### src/rtl/wb4_fifo_stream_reader_if.sv
// Signal bundle between the FIFO-draining WB4 read master, the FIFO read port
// and the downstream valid/ready consumer.
interface wb4_fifo_stream_reader_if #(
    parameter int P_DATA_MSB = 7
);
    logic                wb4_mcyc;
    logic                wb4_mstb;
    logic                wb4_mack;
    logic [P_DATA_MSB:0] wb4_mdata;
    logic                wb4_mstall;
    logic                tvalid;
    logic                tready;
    logic [P_DATA_MSB:0] tdata;

    modport master (
        output wb4_mcyc, wb4_mstb, tvalid, tdata,
        input  wb4_mack, wb4_mdata, wb4_mstall, tready
    );

    modport slave (
        input  wb4_mcyc, wb4_mstb, tvalid, tdata,
        output wb4_mack, wb4_mdata, wb4_mstall, tready
    );
endinterface

### src/rtl/wb4_fifo_stream_reader.sv
// Pipelined WB4 read master that drains a FIFO into a response buffer and
// presents the buffered words as a valid/ready stream.
module wb4_fifo_stream_reader #(
    parameter int P_DATA_MSB    = 7,
    parameter int P_BUF_DEPTH   = 4,
    parameter int P_ACK_TIMEOUT = 255
) (
    input  logic                            i_clk,
    input  logic                            i_rst,
    input  logic                            i_en,
    wb4_fifo_stream_reader_if.master        bus,
    output logic                            o_busy,
    output logic                            o_err
);
    localparam int PW = $clog2(P_BUF_DEPTH);
    localparam int CW = PW + 1;
    localparam int TW = (P_ACK_TIMEOUT > 0) ? $clog2(P_ACK_TIMEOUT + 1) : 1;
    localparam logic [TW-1:0] TMO_MAX = TW'(P_ACK_TIMEOUT);

    typedef enum logic [1:0] {
        S_IDLE   = 2'd0,
        S_ACTIVE = 2'd1,
        S_DRAIN  = 2'd2,
        S_ABORT  = 2'd3
    } state_t;

    state_t              state_q, state_d;
    logic [CW-1:0]       outst_q, outst_d;
    logic [CW-1:0]       cnt_q, cnt_d;
    logic [PW-1:0]       wr_ptr_q, wr_ptr_d;
    logic [PW-1:0]       rd_ptr_q, rd_ptr_d;
    logic [TW-1:0]       tmo_q, tmo_d;
    logic                err_q, err_d;
    logic [P_DATA_MSB:0] mem_q [P_BUF_DEPTH];

    logic credit_s, cyc_s, stb_s, req_s, ack_ok_s, ack_bad_s, pop_s, tmo_hit_s;

    // Credit counts both in-flight reads and buffered words, so every ack has a free slot.
    assign credit_s  = ({1'b0, outst_q} + {1'b0, cnt_q}) < (CW + 1)'(P_BUF_DEPTH);
    assign cyc_s     = (state_q == S_ACTIVE) || (state_q == S_DRAIN);
    assign stb_s     = (state_q == S_ACTIVE) && i_en && credit_s;
    assign req_s     = stb_s && !bus.wb4_mstall;
    assign ack_ok_s  = bus.wb4_mack && (outst_q != {CW{1'b0}});
    assign ack_bad_s = bus.wb4_mack && (outst_q == {CW{1'b0}});
    assign pop_s     = (cnt_q != {CW{1'b0}}) && bus.tready;

    assign bus.wb4_mcyc = cyc_s;
    assign bus.wb4_mstb = stb_s;
    assign bus.tvalid   = (cnt_q != {CW{1'b0}});
    assign bus.tdata    = mem_q[rd_ptr_q];
    assign o_busy       = (state_q != S_IDLE) || (cnt_q != {CW{1'b0}});
    assign o_err        = err_q;

    // Ack watchdog: abort fires on the cycle the counter reaches the limit.
    always_comb begin
        tmo_d     = tmo_q;
        tmo_hit_s = 1'b0;
        if ((state_q == S_ABORT) || (outst_q == {CW{1'b0}}) || bus.wb4_mack) begin
            tmo_d = {TW{1'b0}};
        end else if (cyc_s && (tmo_q != TMO_MAX)) begin
            tmo_d = tmo_q + TW'(1);
        end else begin
            tmo_d = tmo_q;
        end
        if ((P_ACK_TIMEOUT != 0) && cyc_s && (outst_q != {CW{1'b0}})
            && !bus.wb4_mack && (tmo_d == TMO_MAX)) begin
            tmo_hit_s = 1'b1;
        end else begin
            tmo_hit_s = 1'b0;
        end
    end

    // Bus cycle state machine; DRAIN always returns through IDLE.
    always_comb begin
        state_d = state_q;
        case (state_q)
            S_IDLE: begin
                if (i_en && credit_s) state_d = S_ACTIVE;
                else                  state_d = S_IDLE;
            end
            S_ACTIVE: begin
                if (tmo_hit_s)                                   state_d = S_ABORT;
                else if (!credit_s && outst_q == {CW{1'b0}})     state_d = S_IDLE;
                else if (!i_en || !credit_s)                     state_d = S_DRAIN;
                else                                             state_d = S_ACTIVE;
            end
            S_DRAIN: begin
                if (tmo_hit_s)                                   state_d = S_ABORT;
                else if ((outst_q == {CW{1'b0}})
                         || ((outst_q == CW'(1)) && bus.wb4_mack)) state_d = S_IDLE;
                else                                             state_d = S_DRAIN;
            end
            S_ABORT: state_d = S_IDLE;
            default: state_d = S_IDLE;
        endcase
    end

    // Outstanding-read, buffer occupancy, pointer and error next-state.
    always_comb begin
        outst_d  = outst_q;
        cnt_d    = cnt_q;
        wr_ptr_d = wr_ptr_q;
        rd_ptr_d = rd_ptr_q;
        err_d    = err_q | ack_bad_s | tmo_hit_s;
        if (tmo_hit_s)                outst_d = {CW{1'b0}};
        else if (req_s && !ack_ok_s)  outst_d = outst_q + CW'(1);
        else if (!req_s && ack_ok_s)  outst_d = outst_q - CW'(1);
        else                          outst_d = outst_q;
        if (ack_ok_s) wr_ptr_d = wr_ptr_q + PW'(1);
        else          wr_ptr_d = wr_ptr_q;
        if (pop_s)    rd_ptr_d = rd_ptr_q + PW'(1);
        else          rd_ptr_d = rd_ptr_q;
        case ({ack_ok_s, pop_s})
            2'b10:   cnt_d = cnt_q + CW'(1);
            2'b01:   cnt_d = cnt_q - CW'(1);
            default: cnt_d = cnt_q;
        endcase
    end

    // State registers and response buffer storage; reset discards buffered data.
    always_ff @(posedge i_clk) begin
        if (i_rst) begin
            state_q  <= S_IDLE;
            outst_q  <= {CW{1'b0}};
            cnt_q    <= {CW{1'b0}};
            wr_ptr_q <= {PW{1'b0}};
            rd_ptr_q <= {PW{1'b0}};
            tmo_q    <= {TW{1'b0}};
            err_q    <= 1'b0;
            for (int i = 0; i < P_BUF_DEPTH; i++) begin
                mem_q[i] <= {(P_DATA_MSB + 1){1'b0}};
            end
        end else begin
            state_q  <= state_d;
            outst_q  <= outst_d;
            cnt_q    <= cnt_d;
            wr_ptr_q <= wr_ptr_d;
            rd_ptr_q <= rd_ptr_d;
            tmo_q    <= tmo_d;
            err_q    <= err_d;
            if (ack_ok_s) begin
                mem_q[wr_ptr_q] <= bus.wb4_mdata;
            end
        end
    end
endmodule

### src/flat_wrapper.sv
// flat-port wrapper written by rule: the top's interface ports become plain ports
module wb4_fifo_stream_reader_flat 
#(
    parameter int P_DATA_MSB    = 7,
    parameter int P_BUF_DEPTH   = 4,
    parameter int P_ACK_TIMEOUT = 255
)
  (i_clk, i_rst, i_en, o_busy, o_err, bus_wb4_mcyc, bus_wb4_mstb, bus_tvalid, bus_tdata, bus_wb4_mack, bus_wb4_mdata, bus_wb4_mstall, bus_tready);
  wb4_fifo_stream_reader_if #(.P_DATA_MSB(P_DATA_MSB)) bus_i ();
  input  logic i_clk;
  input  logic i_rst;
  input  logic i_en;
  output logic o_busy;
  output logic o_err;
  output wire logic [$bits(bus_i.wb4_mcyc)-1:0] bus_wb4_mcyc;
  output wire logic [$bits(bus_i.wb4_mstb)-1:0] bus_wb4_mstb;
  output wire logic [$bits(bus_i.tvalid)-1:0] bus_tvalid;
  output wire logic [$bits(bus_i.tdata)-1:0] bus_tdata;
  input wire logic [$bits(bus_i.wb4_mack)-1:0] bus_wb4_mack;
  input wire logic [$bits(bus_i.wb4_mdata)-1:0] bus_wb4_mdata;
  input wire logic [$bits(bus_i.wb4_mstall)-1:0] bus_wb4_mstall;
  input wire logic [$bits(bus_i.tready)-1:0] bus_tready;
  assign bus_wb4_mcyc = bus_i.wb4_mcyc;
  assign bus_wb4_mstb = bus_i.wb4_mstb;
  assign bus_tvalid = bus_i.tvalid;
  assign bus_tdata = bus_i.tdata;
  assign bus_i.wb4_mack = bus_wb4_mack;
  assign bus_i.wb4_mdata = bus_wb4_mdata;
  assign bus_i.wb4_mstall = bus_wb4_mstall;
  assign bus_i.tready = bus_tready;
  wb4_fifo_stream_reader #(.P_DATA_MSB(P_DATA_MSB), .P_BUF_DEPTH(P_BUF_DEPTH), .P_ACK_TIMEOUT(P_ACK_TIMEOUT)) u_core (.i_clk(i_clk), .i_rst(i_rst), .i_en(i_en), .bus(bus_i), .o_busy(o_busy), .o_err(o_err));
endmodule
### config.mk
export PLATFORM = sky130hd
export DESIGN_NAME = wb4_fifo_stream_reader_flat
export DESIGN_NICKNAME = d
export VERILOG_FILES = /design/src/rtl/wb4_fifo_stream_reader_if.sv /design/src/rtl/wb4_fifo_stream_reader.sv /design/src/flat_wrapper.sv
export SDC_FILE = /design/constraint.sdc
export NUM_CORES = 1
export LEC_CHECK = 0
export CORE_UTILIZATION = 25
export CTS_CLUSTER_DIAMETER = 40
export DETAILED_ROUTE_END_ITERATION = 6
export HOLD_SLACK_MARGIN = 0.05
export PLACE_DENSITY_LB_ADDON = 0.12
export SYNTH_ARGS = -nofsm -noshare
export SYNTH_HDL_FRONTEND = slang
export SYNTH_SLANG_ARGS = --single-unit
### constraint.sdc
create_clock -name i_clk -period 7.15 [get_ports i_clk]
set_input_delay 0.715 -clock i_clk [delete_from_list [all_inputs] [get_ports i_clk]]
set_output_delay 0.715 -clock i_clk [all_outputs]
set_load 0.05 [all_outputs]
==> out/results.tsv <==
metric	value	unit
cp_data_arrival_time	2.40	ns
dr.pass1.iters	4	
antenna_found_initial	0	
hold_class	flop to flop	
ant_nets	0	
r2r_start	u_core.outst_q[0]	
num_antenna_cells	0	
clock_latency	0.31	ns
period_share	0.436	
post-route-cell-area	3180	um^2
die-area	11100	um^2
slowest_stage	clkdlybuf4s50_1	
hold_viol	0	
r2r-end	u_core.mem_q[0][2]	
cts_inserted_buffers	5	
critical-path-top-delay-family	buffers and inverters	
avgSynthCellArea	11.0	um^2
fin_skew	0.0104	ns
io_pins	27	
syn_area	2670	um^2
synth_cell_types	41	
drive_above_1_share	0.0879	
viasPerCell	4.44	
critPathBufInv	1	
maxSlewViolCount	0	
worst_ir_drop_vdd	0.130	mV
criticalPathCategory	flop to primary output	
area_growth	19.2	%
gr-total-overflow	0	
slew_headroom	0.249	
max-cap-violations	0	
rows	37	
reg2reg_depth	7	
syn-num-nets	271	
cp_cell_sequence	ha_1, nor3_1, and3_1, and2_1, clkdlybuf4s50_1	
yosysWarnings	0	
worst_setup_path_start_kind	flop	
post_cts_buffers	0	
fmax	321	MHz
grt_setup_unrepaired	no	
leakage	1.19	nW
synth_seq_cells	55	
met3_usage	0.0223	
cts-resized-gates	0	
num_vias	1816	
fin_crit	3.12	ns
outcome	completed	
place_area	3090	um^2
die_h	105	um
finalSetupTns	0	ns
endpoint_kind	primary output	
min_to	u_core.o_err	
hold_ws	0.492	ns
path_clk_slew	0.10	ns
port_buffers	26	
use_met2	0.188	
yosysSeqAreaShare	0.533	
grt_busiest_layer	met2	
mostFrequentLayoutCells	nor2_1 (36), edfxtp_1 (32), clkdlybuf4s50_1 (26)	
max_slew.worst_pin.slew	1.12	ns
routed_wl	5.61	mm
hp-start	u_core.o_err	
cts-htree-levels	2	
hpwl	4.00	mm
gr-usage-all-layers	0.111	
crit_path_max_incr_delay	0.80	ns
nets	300	
cts_root_buffer	clkbuf_8	
cts.path.max_buffers	2	
start_util	0.258	
grt_pass1_vias	1862	
finalSetupViolations	0	
met1_usage	0.145	
remaining_drc_errors	0	
hold_path_depth	1	
drt-initial-drc-count	48	
core_area	10300	um^2
hold_buffers	0	
wire_per_inst	13.7	um
netlist_instances	243	
gp_congestion	0.693	
layout_commonest_cell	nor2_1	
p_per_area	309	nW/um^2
grt_pass1_wl	9.54	mm
grt_max_degree	19	
crit_fanout	4	
cts_tree	yes	
fin_util	0.308	
rrSetupSlack	4.33	ns
chipWidth	105	um
cp_data_required_time	6.43	ns
cts_sinks	55	
-- power breakdown --
part / switching [mW] / internal [mW] / leakage, nW
logic: 0.237 / 0.151 / 0.624
clock network: 0.110 / 0.0711 / 0.0461
registers: 0.0366 / 0.377 / 0.518
total: 0.383 / 0.599 / 1.19
-- sequential cells by signal, indices dropped and copies added (netlist names), named ones only --
register,flops
u_core.rd_ptr_q,2
u_core.mem_q,32
u_core.o_err,1
u_core.cnt_q,3
u_core.tmo_q,8
u_core.state_q,2
u_core.wr_ptr_q,2
u_core.outst_q,3
-- synth_stat cells --
master,instances,share of area
dfxtp_1,23,0.17
or3_1,1,0.0023
nand2b_1,5,0.012
fa_1,1,0.0075
nand4_1,2,0.0047
nor4_1,2,0.0047
nand3_1,8,0.015
o31a_1,1,0.0033
ha_1,13,0.061
a211o_1,1,0.0033
nor2_1,36,0.051
a31oi_1,3,0.0070
a21oi_1,9,0.017
and3_1,2,0.0047
o211a_1,1,0.0038
mux2_2,1,0.0042
o21ai_2,1,0.0033
mux4_2,8,0.068
or3b_1,1,0.0033
o21ai_0,7,0.013
nor2_2,1,0.0023
and4_2,1,0.0038
xor2_1,6,0.020
clkbuf_1,2,0.0028
nand2_1,15,0.021
o211ai_1,2,0.0056
nor3_1,7,0.013
a31o_1,1,0.0033
xnor2_1,4,0.013
and4b_2,1,0.0042
edfxtp_1,32,0.36
or2_2,1,0.0023
buf_2,2,0.0038
o21bai_1,1,0.0028
a41oi_1,1,0.0033
mux2i_1,2,0.0075
inv_1,21,0.030
and2_1,11,0.026
nor2b_1,3,0.0070
a2111o_1,1,0.0042
buf_1,2,0.0028
-- worst reg2reg max path: stages (launching register included) --
cell and delay [ns]:
dfxtp_1 0.43, inv_1 0.09, ha_1 0.23, nand2b_1 0.19, and2_1 0.22, inv_1 0.13
nor4_1 0.86, or2_2 0.38
-- layout make-up --
type                            count  area [um^2]
Tap cell                          136          170
Fill cell                        1068         7150
Inverter                           21         78.8
Sequential cell                    55         1420
Timing Repair Buffer               28          275
Multi-Input combinational cell    161         1140
Clock buffer                        5         68.8
Clock inverter                      3         23.8
-- metrics by stage --
step | instances | worst slack [ns] | power, mW
3_5_place_dp | 401 | 3.94 | 0.816
5_1_grt | 409 | 3.93 | 1.05
3_3_place_gp | 401 | 4.00 | 0.817
6_report | 409 | 4.03 | 0.982
2_1_floorplan | 243 | 4.81 | 0.697
4_1_cts | 409 | 4.01 | 1.00
-- worst max path at each step --
stage	start	depth (start not counted)	slack, ns	end
global placement	i_rst	3	4.00	u_core.mem_q[0][1]
CTS	u_core.cnt_q[2]	5	4.01	bus_wb4_mstb
floorplan	u_core.cnt_q[2]	10	4.81	u_core.outst_q[2]
global route	u_core.outst_q[0]	7	3.93	u_core.mem_q[0][2]
finish	u_core.cnt_q[2]	5	4.03	bus_wb4_mstb
detailed placement	i_rst	3	3.94	u_core.mem_q[0][1]
-- cell families after synthesis --
logic type	after synthesis	share of synthesized area
simple gates	97	0.177
flops	55	0.533
buf+inv	27	0.0390
mux	11	0.0793
xor+xnor	10	0.0329
fa+ha+maj	14	0.0685
compound gates	29	0.0700
-- routing by layer --
metal	part of all wire	vias to the layer above
met5	0	-
met4	0.0094	0
met3	0.035	5
met2	0.48	30
met1	0.48	875
li1	-	906
Note: power is estimated with default switching activity, not from simulation.
